==> config.mk <==
export PLATFORM = sky130hd
export DESIGN_NAME = dm_access_unit_flat
export DESIGN_NICKNAME = d
export VERILOG_FILES = /design/src/rtl/dm_access_unit_if.sv /design/src/rtl/dm_access_unit.sv /design/src/flat_wrapper.sv
export SDC_FILE = /design/constraint.sdc
export NUM_CORES = 1
export LEC_CHECK = 0
export CORE_ASPECT_RATIO = 1.1
export CORE_MARGIN = 4
export CORE_UTILIZATION = 47
export DETAILED_ROUTE_END_ITERATION = 7
export HOLD_SLACK_MARGIN = 0.1
export PLACE_DENSITY_LB_ADDON = 0.05
export SLEW_MARGIN = 0
export SYNTH_ARGS = -nofsm -noshare
export SYNTH_HDL_FRONTEND = slang
export SYNTH_SLANG_ARGS = --single-unit
==> constraint.sdc <==
create_clock -name clk -period 4.19 [get_ports clk]
set_input_delay 0.6285 -clock clk [delete_from_list [all_inputs] [get_ports clk]]
set_output_delay 0.6285 -clock clk [all_outputs]
set_load 0.01 [all_outputs]
==> src/rtl/dm_access_unit_if.sv <==
// ----------------------------------------------------------------------------
// dm_access_unit_if
//   Bundles the CPU request/response handshake and the BlockRAM port of the
//   data-memory access unit.
//
//   Request  : req_valid, req_ready, req_we, req_size, req_signed, req_addr,
//              req_wdata
//   Response : resp_valid, resp_ready, resp_rdata, resp_exc
//   RAM port : mem_addr (ADDR_BITS word address), mem_wea (byte write enables),
//              mem_dina (write data), mem_douta (read data)
//
//   modport slave  : the access unit itself
//   modport master : its environment (MEM pipeline stage plus the RAM wrapper)
// ----------------------------------------------------------------------------
interface dm_access_unit_if #(
  parameter int ADDR_BITS = 13
);
  logic                 req_valid;
  logic                 req_ready;
  logic                 req_we;
  logic [1:0]           req_size;
  logic                 req_signed;
  logic [31:0]          req_addr;
  logic [31:0]          req_wdata;

  logic                 resp_valid;
  logic                 resp_ready;
  logic [31:0]          resp_rdata;
  logic                 resp_exc;

  logic [ADDR_BITS-1:0] mem_addr;
  logic [3:0]           mem_wea;
  logic [31:0]          mem_dina;
  logic [31:0]          mem_douta;

  modport slave (
    input  req_valid, req_we, req_size, req_signed, req_addr, req_wdata,
    input  resp_ready, mem_douta,
    output req_ready, resp_valid, resp_rdata, resp_exc,
    output mem_addr, mem_wea, mem_dina
  );

  modport master (
    output req_valid, req_we, req_size, req_signed, req_addr, req_wdata,
    output resp_ready, mem_douta,
    input  req_ready, resp_valid, resp_rdata, resp_exc,
    input  mem_addr, mem_wea, mem_dina
  );
endinterface

==> src/rtl/dm_access_unit.sv <==
// ----------------------------------------------------------------------------
// dm_access_unit
//   CPU-side initiator for the data-memory BlockRAM port. Accepts one
//   load/store at a time, drives the registered RAM address / byte enables /
//   replicated write data, and for loads waits the RAM read latency before
//   selecting and sign/zero-extending the addressed byte or half.
//
// Parameters
//   ADDR_BITS  : word-address width to the RAM (byte address [ADDR_BITS+1:2])
//   RD_LATENCY : cycles from mem_addr valid to mem_douta valid, 1..3
//
// Ports
//   clk   : clock, all logic on posedge
//   reset : asynchronous, active-high; returns to IDLE and clears all outputs
//   bus   : dm_access_unit_if.slave (request, response and RAM port)
//
// Configuration macro
//   DM_MISALIGN_EXC_EN : when defined, misaligned half/word accesses are
//   rejected with resp_exc; otherwise the offending low address bits are
//   cleared and the access proceeds.
// ----------------------------------------------------------------------------
module dm_access_unit #(
  parameter int ADDR_BITS  = 13,
  parameter int RD_LATENCY = 1
) (
  input  logic             clk,
  input  logic             reset,
  dm_access_unit_if.slave  bus
);

  typedef enum logic [1:0] {IDLE, ISSUE, WAIT, RESP} state_t;

  state_t               state, state_n;
  logic [1:0]           cnt, cnt_n;
  logic                 we_q, we_n;
  logic [1:0]           size_q, size_n;
  logic                 sgn_q, sgn_n;
  logic [1:0]           off_q, off_n;
  logic [ADDR_BITS-1:0] addr_q, addr_n;
  logic [3:0]           wea_q, wea_n;
  logic [31:0]          dina_q, dina_n;
  logic                 resp_valid_q, resp_valid_n;
  logic [31:0]          rdata_q, rdata_n;
  logic                 exc_q, exc_n;

  logic                 accept;
  logic                 reject;
  logic [1:0]           req_off;
  logic                 unused_addr_hi;

  function automatic logic [3:0] store_wea(input logic [1:0] size, input logic [1:0] off);
    case (size)
      2'd0:    store_wea = 4'b0001 << off;
      2'd1:    store_wea = off[1] ? 4'b1100 : 4'b0011;
      2'd2:    store_wea = 4'b1111;
      default: store_wea = 4'b0000;
    endcase
  endfunction

  function automatic logic [31:0] store_dina(input logic [1:0] size, input logic [31:0] wdata);
    case (size)
      2'd0:    store_dina = {4{wdata[7:0]}};
      2'd1:    store_dina = {2{wdata[15:0]}};
      default: store_dina = wdata;
    endcase
  endfunction

  // off is already aligned for halves, so a shift of 8*off also selects the half.
  function automatic logic [31:0] load_extend(input logic [31:0] w, input logic [1:0] size,
                                              input logic sgn, input logic [1:0] off);
    logic [31:0] sh;
    sh = w >> {off, 3'b000};
    case (size)
      2'd0:    load_extend = sgn ? {{24{sh[7]}}, sh[7:0]}   : {24'h0, sh[7:0]};
      2'd1:    load_extend = sgn ? {{16{sh[15]}}, sh[15:0]} : {16'h0, sh[15:0]};
      default: load_extend = w;
    endcase
  endfunction

  function automatic logic [1:0] align_off(input logic [1:0] size, input logic [1:0] off);
    case (size)
      2'd1:    align_off = {off[1], 1'b0};
      2'd2:    align_off = 2'b00;
      default: align_off = off;
    endcase
  endfunction

  // Address bits above the RAM window are deliberately ignored (wrap-around).
  assign unused_addr_hi = ^bus.req_addr[31:ADDR_BITS+2];

  assign accept = bus.req_valid && (state == IDLE);

`ifdef DM_MISALIGN_EXC_EN
  logic misaligned;
  assign misaligned = ((bus.req_size == 2'd1) && bus.req_addr[0]) ||
                      ((bus.req_size == 2'd2) && (bus.req_addr[1:0] != 2'b00));
  assign reject  = (bus.req_size == 2'd3) || misaligned;
  assign req_off = bus.req_addr[1:0];
`else
  assign reject  = (bus.req_size == 2'd3);
  assign req_off = align_off(bus.req_size, bus.req_addr[1:0]);
`endif

  always_comb begin
    state_n      = state;
    cnt_n        = cnt;
    we_n         = we_q;
    size_n       = size_q;
    sgn_n        = sgn_q;
    off_n        = off_q;
    addr_n       = addr_q;
    wea_n        = wea_q;
    dina_n       = dina_q;
    resp_valid_n = resp_valid_q;
    rdata_n      = rdata_q;
    exc_n        = exc_q;

    case (state)
      IDLE: begin
        if (accept) begin
          we_n   = bus.req_we;
          size_n = bus.req_size;
          sgn_n  = bus.req_signed;
          off_n  = req_off;
          if (reject) begin
            // Rejected requests answer straight away and never touch the RAM.
            exc_n        = 1'b1;
            rdata_n      = 32'h0;
            resp_valid_n = 1'b1;
            state_n      = RESP;
          end else begin
            exc_n   = 1'b0;
            addr_n  = bus.req_addr[ADDR_BITS+1:2];
            dina_n  = store_dina(bus.req_size, bus.req_wdata);
            wea_n   = bus.req_we ? store_wea(bus.req_size, req_off) : 4'b0000;
            state_n = ISSUE;
          end
        end
      end
      ISSUE: begin
        wea_n = 4'b0000;
        if (we_q) begin
          rdata_n      = 32'h0;
          resp_valid_n = 1'b1;
          state_n      = RESP;
        end else begin
          cnt_n   = 2'(RD_LATENCY - 1);
          state_n = WAIT;
        end
      end
      WAIT: begin
        if (cnt == 2'd0) begin
          rdata_n      = load_extend(bus.mem_douta, size_q, sgn_q, off_q);
          resp_valid_n = 1'b1;
          state_n      = RESP;
        end else begin
          cnt_n = cnt - 2'd1;
        end
      end
      RESP: begin
        if (bus.resp_ready) begin
          resp_valid_n = 1'b0;
          state_n      = IDLE;
        end
      end
      default: state_n = IDLE;
    endcase
  end

  always_ff @(posedge clk or posedge reset) begin
    if (reset) begin
      state        <= IDLE;
      cnt          <= 2'd0;
      we_q         <= 1'b0;
      size_q       <= 2'd0;
      sgn_q        <= 1'b0;
      off_q        <= 2'd0;
      addr_q       <= '0;
      wea_q        <= 4'b0000;
      dina_q       <= 32'h0;
      resp_valid_q <= 1'b0;
      rdata_q      <= 32'h0;
      exc_q        <= 1'b0;
    end else begin
      state        <= state_n;
      cnt          <= cnt_n;
      we_q         <= we_n;
      size_q       <= size_n;
      sgn_q        <= sgn_n;
      off_q        <= off_n;
      addr_q       <= addr_n;
      wea_q        <= wea_n;
      dina_q       <= dina_n;
      resp_valid_q <= resp_valid_n;
      rdata_q      <= rdata_n;
      exc_q        <= exc_n;
    end
  end

  assign bus.req_ready  = (state == IDLE);
  assign bus.resp_valid = resp_valid_q;
  assign bus.resp_rdata = rdata_q;
  assign bus.resp_exc   = exc_q;
  assign bus.mem_addr   = addr_q;
  assign bus.mem_wea    = wea_q;
  assign bus.mem_dina   = dina_q;

endmodule

==> src/flat_wrapper.sv <==
// flat-port wrapper written by rule: the top's interface ports become plain ports
module dm_access_unit_flat 
#(
  parameter int ADDR_BITS  = 13,
  parameter int RD_LATENCY = 1
)
  (clk, reset, bus_req_valid, bus_req_we, bus_req_size, bus_req_signed, bus_req_addr, bus_req_wdata, bus_resp_ready, bus_mem_douta, bus_req_ready, bus_resp_valid, bus_resp_rdata, bus_resp_exc, bus_mem_addr, bus_mem_wea, bus_mem_dina);
  dm_access_unit_if #(.ADDR_BITS(ADDR_BITS)) bus_i ();
  input  logic clk;
  input  logic reset;
  input wire logic [$bits(bus_i.req_valid)-1:0] bus_req_valid;
  input wire logic [$bits(bus_i.req_we)-1:0] bus_req_we;
  input wire logic [$bits(bus_i.req_size)-1:0] bus_req_size;
  input wire logic [$bits(bus_i.req_signed)-1:0] bus_req_signed;
  input wire logic [$bits(bus_i.req_addr)-1:0] bus_req_addr;
  input wire logic [$bits(bus_i.req_wdata)-1:0] bus_req_wdata;
  input wire logic [$bits(bus_i.resp_ready)-1:0] bus_resp_ready;
  input wire logic [$bits(bus_i.mem_douta)-1:0] bus_mem_douta;
  output wire logic [$bits(bus_i.req_ready)-1:0] bus_req_ready;
  output wire logic [$bits(bus_i.resp_valid)-1:0] bus_resp_valid;
  output wire logic [$bits(bus_i.resp_rdata)-1:0] bus_resp_rdata;
  output wire logic [$bits(bus_i.resp_exc)-1:0] bus_resp_exc;
  output wire logic [$bits(bus_i.mem_addr)-1:0] bus_mem_addr;
  output wire logic [$bits(bus_i.mem_wea)-1:0] bus_mem_wea;
  output wire logic [$bits(bus_i.mem_dina)-1:0] bus_mem_dina;
  assign bus_i.req_valid = bus_req_valid;
  assign bus_i.req_we = bus_req_we;
  assign bus_i.req_size = bus_req_size;
  assign bus_i.req_signed = bus_req_signed;
  assign bus_i.req_addr = bus_req_addr;
  assign bus_i.req_wdata = bus_req_wdata;
  assign bus_i.resp_ready = bus_resp_ready;
  assign bus_i.mem_douta = bus_mem_douta;
  assign bus_req_ready = bus_i.req_ready;
  assign bus_resp_valid = bus_i.resp_valid;
  assign bus_resp_rdata = bus_i.resp_rdata;
  assign bus_resp_exc = bus_i.resp_exc;
  assign bus_mem_addr = bus_i.mem_addr;
  assign bus_mem_wea = bus_i.mem_wea;
  assign bus_mem_dina = bus_i.mem_dina;
  dm_access_unit #(.ADDR_BITS(ADDR_BITS), .RD_LATENCY(RD_LATENCY)) u_core (.clk(clk), .reset(reset), .bus(bus_i));
endmodule
* After elaboration in Yosys (flattened, before gate mapping)
Index checks and enable logic that the tools add are counted.
** Cells by class
- Mux-type cells :: 32
- Shifts and indexed selects :: 2
- Reductions and logical operators :: 15
- Equal/unequal tests :: 15
- Add/subtract/negate cells :: 1
- Bitwise logic cells :: 1
** Operator list (count)
- two-way mux 32 bit :: 6
- one-hot mux 32 bit (2 select lines) :: 2
- one-hot mux 32 bit (3 select lines) :: 1
- >> shifter 32 x 5 -> 16 bit :: 1
- two-way mux 4 bit :: 4
- two-way mux 2 bit :: 6
- one-hot mux 4 bit (3 select lines) :: 1
- AND reduction 3 bit :: 4
- AND reduction 5 bit :: 2
- equality test 2 bit (second input constant) :: 4
- logical NOT 2 bit :: 4
- inequality test 2 x 1 -> 1 bit (second input constant) :: 4
- inequality test 2 bit (second input constant) :: 4
- one-hot mux 2 bit (2 select lines) :: 2
- one-hot mux 2 bit (4 select lines) :: 1
- one-hot mux 4 bit (2 select lines) :: 1
- two-way mux 1 bit :: 7
- equality test 2 x 1 -> 1 bit (second input constant) :: 3
- one-hot mux 1 bit (4 select lines) :: 1
- nonzero test 2 bit :: 2
- left shift 1 x 2 -> 4 bit (first input constant) :: 1
- nonzero test 3 bit :: 1
- AND reduction 2 bit :: 1
- subtractor 2 x 1 -> 2 bit (second input constant) :: 1
- other kinds (2) :: 2
** Storage, ports and cells
- Flip-flop bits (word level) :: 93
- Output and inout port bits :: 84
- Input port bits :: 104
- Word-level logic and storage cells :: 78

* Depth between registers and ports, before layout
- Depth after elaboration :: 8
- Depth in mapped cells :: 8
- Gate-level depth less buffers :: 6

* Worst setup path after synthesis
Ideal clock, no wire load.
- Path type :: reg2reg
- Start :: register u_core.state[0]
- End :: register u_core.rdata_q[17], in the netlist u_core.bus.resp_rdata[17]
- Path slack :: 1760 ps
- Buffers on the path :: 2
- Setup time :: 126 ps
- Required time :: 4064 ps
- Stages on the path, launching flop included :: 9
- Arrival :: 2304 ps
- Path through :: dfrtp_1 -> inv_1 -> ha_1 -> nor2b_1 -> or4_4 -> or2_1 -> buf_6 -> buf_8 -> a221o_1
** On the way
- Word-level cells in the longest chain between the ends :: 4
- Elaborated cells on any way between the ends :: 11
** RTL lines
- start: declaration :: RTL line dm_access_unit.sv:33 : state_t state, state_n;
- start signal: assignment :: RTL line dm_access_unit.sv:185 : state <= state_n;
- logical NOT 2 bit (*)
- named net bus_req_ready :: RTL line flat_wrapper.sv:19 : output wire logic [$bits(bus_i.req_ready)-1:0] bus_req_ready;
- logical AND 1 bit :: RTL line dm_access_unit.sv:91 : assign accept = bus.req_valid && (state == IDLE);
- inequality test 2 x 1 -> 1 bit (no source line)
- AND reduction 5 bit (no source line)
- end signal: assignment :: RTL line dm_access_unit.sv:195 : rdata_q <= rdata_n;
- end: declaration :: RTL line dm_access_unit.sv:43 : logic [31:0] rdata_q, rdata_n;
Mark *: on every way through the listed nets, which the timed path passes. The rest lies on a longest branch.
A chain may end at the register's enable or synchronous reset.

* Worst setup path in the final report
- Start :: input port bus_req_size[1]
- End :: register u_core.rdata_q[30], in the netlist u_core.bus.resp_rdata[30]
** On the way
- Word-level cells in the longest chain between the ends :: 3
** RTL lines
- start: declaration :: RTL line flat_wrapper.sv:13 : input wire logic [$bits(bus_i.req_size)-1:0] bus_req_size;
- equality test 2 bit :: RTL line dm_access_unit.sv:100 : assign reject = (bus.req_size == 2'd3);
- named net u_core.reject :: RTL line dm_access_unit.sv:47 : logic reject;
- inequality test 2 x 1 -> 1 bit (no source line)
- AND reduction 5 bit (no source line)
The timed path passes the listed nets, and every way through them passes these cells.

==> impl_metrics.tcl <==
set metrics [dict create \
    antenna_found_initial 0 \
    net-switching-power_mw 1.65 \
    clock_latency_ns 0.36 \
    clock_path_buffers 2 \
    synth_area_sq_um 4600 \
    die_w_microns 102 \
    clock-root-buffer "clkbuf_8" \
    tns_ns 0 \
    path_clk_slew_ns 0.09 \
    synth_nets 574 \
    fillCellCount 769 \
    wl_mm 13.1 \
    cp-start-kind "primary input" \
    holdWs_ns 0.480 \
    placedCellCount 725 \
    p_leak_nw 2.91 \
    area_growth_pct 43.9 \
    drv_slew 0 \
    critPathKind "in -> reg" \
    cts_buffers 9 \
    finalHoldViolCount 0 \
    cts_tree "yes" \
    dp_hpwl_mm 9.66 \
    routabilityCongestion 0.798 \
    io_buffers 170 \
    die_h_microns 112 \
    status "completed" \
    start_util_pct 48.7 \
    grt_pass1_vias 4176 \
    ios 188 \
    ys_seq_area_share_pct 50.6 \
    post_drt_via_cell_ratio 5.57 \
    drive_above_1_share_pct 6.57 \
    drcViolationCount 0 \
    antenna_cells 0 \
    ctsResizeCount 0 \
    synth_area_leaders "dfrtp_1 (51%), nand2_1 (8.2%), a221o_1 (3.5%), mux2i_1 (3.3%), ha_1 (3.0%)" \
    cts.sinks 93 \
    grt_setup_unrepaired "no" \
    ys_ff_latch 93 \
    h-tree-depth 3 \
    skew_ns 0.00897 \
    synth.top_cell.area_share_pct 50.6 \
    max_slew.worst_pin.slew_ns 1.17 \
    p_int_mw 2.83 \
    grt_pass1_wl_mm 21.4 \
    vdd_ir_drop_max_v 0.000337 \
    synth_largest_area_cell "dfrtp_1" \
    worstPathRequired_ns 4.44 \
    grt_max_degree 39 \
    hold_buffers 0 \
    avgSynthCellArea_sq_um 10.0 \
    dr.pass1.iters 4 \
    cts_setup_buffers 0 \
    min_period_ns 3.08 \
    placed_area_sq_um 6370 \
    setup_viol 0 \
    fin_nets 734 \
    dieArea_sq_um 11400 \
    max_slew_margin_pct 21.8 \
    wl_per_cell_microns 17.7 \
    p_sw_share_pct 36.8 \
    fin_cells 741 \
    rows 37 \
    post-route-period-util_pct 73.6 \
    synth_warnings 0 \
    postRouteAntennaNets 0 \
    pwr-share-clk_pct 16.4 \
    globalRouteTotalUtil_pct 23.5 \
    seq_power_share_pct 35.4 \
    worstPathArrival_ns 3.33 \
    powerDensity_nw_per_um2 676 \
    clock.fmax_mhz 324 \
    synth_cell_type_count 45 \
    hold_class "reg -> reg" \
    max-cap-violations 0 \
    overflow 0 \
    vias 4127 \
    fin_area_sq_um 6620 \
    drt-initial-drc-count 170 \
    comb_power_share_pct 48.2 \
    synth_cells 459 \
    worst_setup_path_end_kind "flop" \
    path_max_fanout 32 \
    core_sq_um 9440 \
]
-- final timing paths --
path,slack (ns),depth (start not counted),start,to
worst max-delay path,1.11,6,bus_req_size[1],u_core.bus.resp_rdata[30]
worst min-delay path,0.48,2,u_core.bus.mem_addr[0],u_core.bus.mem_addr[0]
worst max register to register,1.29,6,u_core.state[0],u_core.bus.resp_rdata[30]
worst min register to register,0.48,2,u_core.bus.mem_addr[0],u_core.bus.mem_addr[0]
max in group asynchronous,2.75,3,reset,u_core.bus.mem_wea[1]
min in group asynchronous,0.59,2,reset,u_core.bus.mem_dina[21]
-- cells in the mapped netlist (all sizes together) --
cell / instances
nand2: 101
dfrtp: 93
nor2: 34
clkbuf: 21
o21ai: 20
a221o: 16
inv: 15
mux2i: 15
nand2b: 12
ha: 11
a221oi: 9
a31oi: 9
o22ai: 9
a22oi: 8
a32o: 8
buf: 8
mux2: 8
a22o: 7
a21oi: 6
o31ai: 6
a21o: 5
nand3b: 5
nor3b: 4
nor2b: 3
o2bb2ai: 3
a311o: 2
a31o: 2
and2b: 2
nand3: 2
nor3: 2
o21a: 2
o221ai: 2
a2111oi: 1
a32oi: 1
and4b: 1
mux4: 1
nor4: 1
o211ai: 1
o21bai: 1
or2: 1
or4: 1
-- registers in the layout, indices dropped and copies added, names as in the netlist --
name                   cells
u_core.bus.mem_addr       13
u_core.bus.resp_exc        1
u_core.cnt                 2
u_core.bus.resp_valid      1
u_core.state               2
u_core.bus.mem_wea         4
u_core.bus.mem_dina       32
u_core.off_q               2
u_core.size_q              2
u_core.we_q                1
u_core.bus.resp_rdata     32
u_core.sgn_q               1
-- stage by stage --
step                      utilization [%]  total power, mW  setup slack [ns]
after detailed placement             67.4             3.75             0.735
after global routing                 70.0             4.77             0.989
after global placement               67.4             3.69             0.795
after CTS                            70.0             4.51              1.12
after floorplan                         -             2.76              1.14
final                                70.0             4.47              1.11
-- cells in the final DEF (no fill, tap or decap), types with 6 or more instances in the layout --
cell type        instances
a22o_1                   7
clkbuf_8                10
o31ai_1                  6
nand2_1                101
a31oi_1                  9
o22ai_1                  9
a221o_1                 16
inv_1                   14
nand2b_1                12
a21oi_1                  6
mux2i_1                 15
buf_4                    8
o21ai_0                 20
nor2_1                  33
dfrtp_1                 93
a22oi_1                  8
mux2_2                   8
ha_1                    11
a221oi_1                 9
clkdlybuf4s50_1        170
a32o_1                   8
-- critical path: stages --
cell	delay (ns)
clkdlybuf4s50_1	0.52
ha_1	0.29
nor2b_1	0.11
or4_4	0.60
or2_1	0.65
a221o_1	0.52
-- per-layer routing --
layer | global-route usage, % | routed length [microns] | up-vias
met2 | 39.0 | 6430 | 172
met3 | 7.46 | 1240 | 12
met4 | 5.51 | 146 | 0
met5 | 0 | 0 | -
met1 | 29.8 | 5300 | 1986
li1 | - | - | 1957
-- power by group through the flow --
stage	Sequential (mW)	Combinational, mW	Clock, mW
4_1_cts	1.58	2.18	0.753
5_1_grt	1.64	2.35	0.785
3_3_place_gp	1.57	2.11	0
6_report	1.58	2.15	0.734
3_5_place_dp	1.59	2.17	0
2_1_floorplan	1.65	1.11	0
-- area by class of cell --
class / count / area [sq um] / share of cell area [%]
inverter: 15 / 57.6 / 0.870
clock inverter: 6 / 109 / 1.65
timing repair buffer: 178 / 1760 / 26.6
multi-input combinational: 322 / 2080 / 31.4
sequential: 93 / 2330 / 35.2
clock buffer: 10 / 138 / 2.08
tap: 117 / 146 / 2.21
-- logic make-up after synthesis --
logic type      after synthesis  synth area share [%]
simple gates                169                  16.4
buf+inv                      44                  4.36
compound gates              118                  19.9
flops                        93                  50.6
mux                          24                  5.72
fa+ha+maj                    11                  2.99
No activity file was read; power rests on OpenSTA's default activity.
